--- config.mk ---
export PLATFORM = sky130hd
export DESIGN_NAME = exec_ctrl
export DESIGN_NICKNAME = d
export VERILOG_FILES = /design/src/rtl/exec_ctrl_pkg.sv /design/src/rtl/exec_watchdog.sv /design/src/rtl/exec_ctrl.sv
export SDC_FILE = /design/constraint.sdc
export NUM_CORES = 1
export LEC_CHECK = 0
export CAP_MARGIN = 20
export CELL_PAD_IN_SITES_DETAIL_PLACEMENT = 1
export CELL_PAD_IN_SITES_GLOBAL_PLACEMENT = 1
export CORE_ASPECT_RATIO = 0.5
export CORE_MARGIN = 2
export CORE_UTILIZATION = 28
export CTS_CLUSTER_DIAMETER = 150
export DETAILED_ROUTE_END_ITERATION = 8
export PLACE_DENSITY = 0.83
export SLEW_MARGIN = 20
export SYNTH_ARGS = -nofsm -noshare
export SYNTH_HDL_FRONTEND = slang
export SYNTH_SLANG_ARGS = --single-unit
--- constraint.sdc ---
create_clock -name clk -period 1.9 [get_ports clk]
set_clock_uncertainty 0.2 [all_clocks]
set_input_delay 0.38 -clock clk [delete_from_list [all_inputs] [get_ports clk]]
set_output_delay 0.38 -clock clk [all_outputs]
set_load 0.02 [all_outputs]
--- src/rtl/exec_ctrl_pkg.sv ---
// Shared definitions for the execute-stage controller: FSM state encoding and instruction/jump types.
// Latency: n/a (types and helpers only).
// Backpressure: n/a.
package exec_ctrl_pkg;

  localparam int XLEN = 32;

  typedef logic [XLEN-1:0] addr_t;

  typedef enum logic [1:0] {
    ST_IDLE  = 2'd0,
    ST_ISSUE = 2'd1,
    ST_WAIT  = 2'd2,
    ST_HOLD  = 2'd3
  } exec_ctrl_state_t;

  // Resolved control-flow outcome of one executed instruction
  typedef struct packed {
    logic  taken;
    addr_t dest;
  } jump_res_t;

  // Redirect target to present with a flush; zero when no jump was taken
  function automatic addr_t redirect_pc(input jump_res_t j);
    return j.taken ? j.dest : '0;
  endfunction

endpackage

--- src/rtl/exec_watchdog.sv ---
// Counts cycles since start and flags expiry at the CYCLES-th counted cycle.
// Latency: expired is combinational from the count; counting starts the cycle after start.
// Backpressure: none; done disarms the counter, start re-arms it from zero.
module exec_watchdog #(
  parameter int CYCLES = 64
) (
  input  logic clk,
  input  logic rstn,
  input  logic start,
  input  logic done,
  output logic expired
);

  localparam int CW = $clog2(CYCLES + 1);

  logic          armed_q, armed_d;
  logic [CW-1:0] cnt_q, cnt_d;

  // Arm and clear on start, disarm on done, otherwise advance while armed
  always_comb begin
    armed_d = armed_q;
    cnt_d   = cnt_q;
    if (start) begin
      armed_d = 1'b1;
      cnt_d   = '0;
    end else if (done) begin
      armed_d = 1'b0;
    end else if (armed_q) begin
      cnt_d = cnt_q + CW'(1);
    end
  end

  // Counter state registers
  always_ff @(posedge clk) begin
    if (!rstn) begin
      armed_q <= 1'b0;
      cnt_q   <= '0;
    end else begin
      armed_q <= armed_d;
      cnt_q   <= cnt_d;
    end
  end

  assign expired = armed_q && (cnt_q == CW'(CYCLES - 1));

endmodule

--- src/rtl/exec_ctrl.sv ---
// Execute-stage sequencer: accept one decoded op, pulse execute, await result, offer it to writeback.
// Latency: 5 cycles minimum issue-to-issue; flush pulses in the first HOLD cycle on a taken jump.
// Backpressure: dec_ready only in IDLE; HOLD stalls until wb_ready. EXEC_CTRL_TIMEOUT_EN adds a WAIT abort.
module exec_ctrl
  import exec_ctrl_pkg::*;
#(
  parameter int TIMEOUT_CYCLES = 64
) (
  input  logic        clk,
  input  logic        rstn,
  input  logic        dec_valid,
  output logic        dec_ready,
  output logic        ex_enabled,
  input  logic        ex_completed,
  input  logic        ex_is_jump_chosen,
  input  logic [31:0] ex_jump_dest,
  output logic        wb_valid,
  input  logic        wb_ready,
  output logic        flush,
  output logic [31:0] flush_pc,
  output logic [31:0] retired_count,
  output logic        timeout
);

  exec_ctrl_state_t state_q, state_d;
  logic             wait_first_q, wait_first_d;
  logic             flush_q, flush_d;
  addr_t            flush_pc_q, flush_pc_d;
  logic [31:0]      retired_count_q, retired_count_d;
  logic             complete;
  logic             wd_expired;
  jump_res_t        jres;

  // The first WAIT cycle still sees the previous op's completion level
  assign complete = (state_q == ST_WAIT) && !wait_first_q && ex_completed;
  assign jres     = '{taken: ex_is_jump_chosen, dest: ex_jump_dest};

`ifdef EXEC_CTRL_TIMEOUT_EN
  logic wd_start, wd_done;
  logic timeout_q, timeout_d;

  assign wd_start = (state_q == ST_ISSUE);
  assign wd_done  = (state_q == ST_WAIT) && (state_d != ST_WAIT);

  exec_watchdog #(
    .CYCLES(TIMEOUT_CYCLES)
  ) u_watchdog (
    .clk    (clk),
    .rstn   (rstn),
    .start  (wd_start),
    .done   (wd_done),
    .expired(wd_expired)
  );

  // Sticky abort flag: set when WAIT is left for IDLE, cleared only by reset
  always_comb begin
    timeout_d = timeout_q | ((state_q == ST_WAIT) && (state_d == ST_IDLE));
  end

  // Abort flag register
  always_ff @(posedge clk) begin
    if (!rstn) timeout_q <= 1'b0;
    else       timeout_q <= timeout_d;
  end

  assign timeout = timeout_q;
`else
  assign wd_expired = 1'b0;
  assign timeout    = 1'b0;
`endif

  // Next-state: completion takes priority over watchdog expiry
  always_comb begin
    state_d = state_q;
    case (state_q)
      ST_IDLE:  if (dec_valid) state_d = ST_ISSUE;
      ST_ISSUE: state_d = ST_WAIT;
      ST_WAIT: begin
        if (complete)        state_d = ST_HOLD;
        else if (wd_expired) state_d = ST_IDLE;
      end
      ST_HOLD:  if (wb_ready) state_d = ST_IDLE;
      default:  state_d = ST_IDLE;
    endcase
  end

  // Datapath next values: first-WAIT marker, flush pulse, retire counter
  always_comb begin
    wait_first_d    = (state_q == ST_ISSUE);
    flush_d         = complete && ex_is_jump_chosen;
    flush_pc_d      = complete ? redirect_pc(jres) : '0;
    retired_count_d = retired_count_q;
    if ((state_q == ST_HOLD) && wb_ready) retired_count_d = retired_count_q + 32'd1;
  end

  // State and datapath registers, synchronous active-low reset
  always_ff @(posedge clk) begin
    if (!rstn) begin
      state_q         <= ST_IDLE;
      wait_first_q    <= 1'b0;
      flush_q         <= 1'b0;
      flush_pc_q      <= '0;
      retired_count_q <= '0;
    end else begin
      state_q         <= state_d;
      wait_first_q    <= wait_first_d;
      flush_q         <= flush_d;
      flush_pc_q      <= flush_pc_d;
      retired_count_q <= retired_count_d;
    end
  end

  // Outputs decoded from the current state and registered pulses
  always_comb begin
    dec_ready     = (state_q == ST_IDLE);
    ex_enabled    = (state_q == ST_ISSUE);
    wb_valid      = (state_q == ST_HOLD);
    flush         = flush_q;
    flush_pc      = flush_pc_q;
    retired_count = retired_count_q;
  end

endmodule
==> run summary <==
SYNTH
--------------------------------------------------------------------------------------------------
Post-Syn Area .......................................................................     2590 um2
Gate count of the mapped netlist ....................................................          266
Syn Nets ............................................................................          309
Area share of the leading cell type in the synthesized netlist ......................       52.56%
Number of flops mapped to enable cells by yosys .....................................            0
Cell accounting for the most synthesized area .......................................      dfxtp_1
Mean area per synthesized cell ......................................................    9.737 um2
Sequential area share after synthesis ...............................................       52.56%
Leading register cell type out of synthesis .........................................      dfxtp_1
Synth warnings ......................................................................            0
Dominant cell by count in the synthesized netlist ...................................      dfxtp_1
Commonest cells in the synthesized netlist .......................................... 68 x dfxtp_1, 35 x and2_1, 23 x a21oi_1
Flip-flop and latch count after synthesis ...........................................           68
Count of distinct cell types in the synthesized netlist .............................           30
Largest cells by area after synthesis ............................................... dfxtp_1 53%, and2_1 8.5%, a21oi_1 4.4%
Share of flip-flops with an asynchronous set or reset ...............................           0%

POWER
--------------------------------------------------------------------------------------------------
Combinational share of power ........................................................        11.4%
Internal portion of total power .....................................................     2.760 mW
Worst supply voltage drop on vdd ....................................................  0.0004445 V
Seq pwr share .......................................................................        42.0%
P_sw ................................................................................    0.8205 mW
Clock share of power ................................................................        46.5%
Power per unit of standard cell area ................................................ 793.4 nW/um2
Leak Pwr ............................................................................     1.907 nW
Switching share of power ............................................................       22.91%

GLOBAL ROUTE
--------------------------------------------------------------------------------------------------
Number of global-route vias before repair ...........................................         2791
Number of antenna violations at the first check in global routing ...................            0
Maximum number of pins on one net before global-route repair ........................           34
Tot GR Track Use ....................................................................       17.91%
Final global-route overflow total ...................................................            0
First-pass GRT wire length ..........................................................     14090 um

CLOCK NETWORK
--------------------------------------------------------------------------------------------------
Clock transition time at the flip-flop clock pins of the worst setup and hold paths .      0.05 ns
Clock latency on the worst-skew pair ................................................      0.34 ns
Cell at the root of the clock tree ..................................................    clkbuf_16
Number of hold buffers added after cts ..............................................            0
TritonCTS clock tree ................................................................        built
H-Tree Level Count ..................................................................            3
Number of buffers created by CTS ....................................................            9
Deepest clock path buffer count .....................................................            2
Sink Count ..........................................................................           68

SETUP PATH
--------------------------------------------------------------------------------------------------
Worst EP required ...................................................................      1.96 ns
Maximum net fanout on the critical path .............................................            5
CP Data Arrival Time ................................................................      2.00 ns
Critical setup path kind ............................................................ flop to flop
Kind of start point of the critical path ............................................         flop
R2R cell count ......................................................................            7
Kind of capture point of the worst setup path .......................................         flop

HOLD PATH
--------------------------------------------------------------------------------------------------
HP Class ............................................................................ flop to flop
Cell depth of the worst min-delay path ..............................................            2

TIMING
--------------------------------------------------------------------------------------------------
Number of max-slew violations in the final report ...................................            0
Worst setup slack after layout ......................................................  -0.03578 ns
Period utilisation layout ...........................................................       101.9%
Setup violation total in the final timing report ....................................            4
Unrepaired setup endpoints after global routing .....................................          yes
Highest attainable clock frequency ..................................................    516.6 MHz
Post-layout minimum cycle time ......................................................     1.936 ns
Setup Total Neg Slack ...............................................................  -0.09269 ns
Total count of hold-check failures in the final report ..............................            0

FLOW RUN
--------------------------------------------------------------------------------------------------
Max-cap violations ..................................................................            0

PLACE
--------------------------------------------------------------------------------------------------
Placed Cells ........................................................................          514
Post-detail-place hpwl ..............................................................      5884 um
Number of input and output port buffers inserted ....................................          105
Placer Congestion ...................................................................       0.7609

DETAILED ROUTING
--------------------------------------------------------------------------------------------------
Antenna viol nets, final ............................................................            0
DRT iter0 DRCs ......................................................................          117
Detailed-route via count ............................................................         2629
Wirelength, routed ..................................................................      9175 um
Number of search-and-repair iterations in the first detailed-routing pass ...........            7
DR DRC count ........................................................................            0
Via density per instance ............................................................        4.860
Detailed-route wire length per cell .................................................     16.96 um

FINAL LAYOUT
--------------------------------------------------------------------------------------------------
Area growth syn-to-layout ...........................................................       74.25%
Non-filler cells, final .............................................................          541
Fraction of final layout cells sized beyond drive strength 1 ........................       24.29%
Final #Nets .........................................................................          464
Antenna cell count ..................................................................            0

FLOORPLANNING
--------------------------------------------------------------------------------------------------
Height of the die ...................................................................     72.01 um
Core Rows ...........................................................................           24
Die Area ............................................................................    10080 um2
Die outline width ...................................................................     140.0 um
I/O pin count .......................................................................          107
Effective utilization at floorplan ..................................................       29.24%
Core area ...........................................................................     8859 um2

STATUS
--------------------------------------------------------------------------------------------------
Run status .......................................................................... finished, violations left
Violations in the final reports ..................................................... negative setup slack

-- power groups by stage --
stage	Sequential, mW	Clock, mW	Combinational (mW)
finish	1.51	1.67	0.410
global route	1.51	1.77	0.447
CTS	1.51	1.71	0.400
detailed placement	1.53	0	0.408
global placement	1.53	0	0.388
floorplan	1.54	0	0.179
-- metal layers --
metal  up-vias  track usage, %  routed length (um)
li1       1258               -                   -
met5         -               0                   0
met2        76           32.73                4854
met4         0           6.958                 188
met3        19           6.271                 462
met1      1276           19.57                3670
-- cells in the final DEF (no fill, tap or decap), types with 6 or more instances in the layout --
| cell type | instances |
|---|---|
| or3_1 | 6 |
| clkdlybuf4s50_1 | 69 |
| dfxtp_2 | 10 |
| a21oi_1 | 19 |
| nand3_1 | 10 |
| and2_1 | 34 |
| dfxtp_1 | 55 |
| clkbuf_16 | 9 |
| nand4_1 | 7 |
| nor2_1 | 13 |
| inv_1 | 8 |
| xor2_1 | 7 |
| or4_1 | 15 |
| o31ai_1 | 15 |
| dlygate4sd2_1 | 33 |
| nand2_1 | 10 |
| buf_4 | 48 |
-- flip-flops by register name (all words and copies together) (netlist names) --
name,count
wait_first_q,1
retired_count,32
flush,1
state_q,2
flush_pc,32
-- per-stage QoR --
step	hold slack [ns]	utilization, %	area (um2)	power (mW)	setup WS [ns]
after floorplan	0.3017	-	2618	1.721	-0.008397
after CTS	0.2937	49.41	4377	3.613	0.01237
after global placement	0.2749	45.83	4060	1.916	-0.3463
after global routing	0.3369	50.95	4513	3.722	-0.1100
after detailed placement	0.2858	45.83	4060	1.938	-0.4107
final	0.3086	50.95	4513	3.581	-0.03578
-- logic make-up (layout without fill, tap and decap cells) --
family	count (synthesis)	in the layout	share of synthesized area, %
and+or+nand+nor	112	114	26.71
DFF	68	68	52.56
AOI/OAI and AO/OA	47	47	10.82
buffers and inverters	23	179	3.913
xor gates and xnor gates	9	9	3.044
adders and majority gates	5	5	2.415
other	1	1	0.1448
muxes	1	1	0.3865
-- final timing paths --
check	start	endpoint	slack, ns
worst max register to register	state_q[1]$_SDFFE_PN0P_	retired_count[12]$_SDFFE_PN0P_	-0.04
worst min-delay path	retired_count[27]$_SDFFE_PN0P_	retired_count[27]$_SDFFE_PN0P_	0.31
worst max-delay path	state_q[1]$_SDFFE_PN0P_	retired_count[12]$_SDFFE_PN0P_	-0.04
worst min register to register	retired_count[27]$_SDFFE_PN0P_	retired_count[27]$_SDFFE_PN0P_	0.31
-- layout make-up --
| type | instances | area (um2) |
|---|---|---|
| Fill cell | 986 | 4345 |
| Timing Repair Buffer | 156 | 1409 |
| Sequential cell | 68 | 1385 |
| Multi-Input combinational cell | 177 | 1247 |
| Clock buffer | 12 | 256.5 |
| Tap cell | 117 | 146.4 |
| Clock inverter | 2 | 35.03 |
| Inverter | 9 | 33.78 |
-- repair_timing --
item / 4_1_cts / 5_1_grt
resized for setup: 50 / 22
buffers inserted: 3 / 8
gates cloned: 1 / 1
pin swaps: 7 / 6
setup endpoints to repair: 57 / 21
-- worst max-delay path: stages, from the launching register on --
cell	delay [ns]
dfxtp_4	0.37
ha_4	0.16
and3_4	0.22
buf_6	0.11
nand4_1	0.16
buf_4	0.21
or3_4	0.32
a21oi_2	0.11
(Power assumes the default switching activity.)
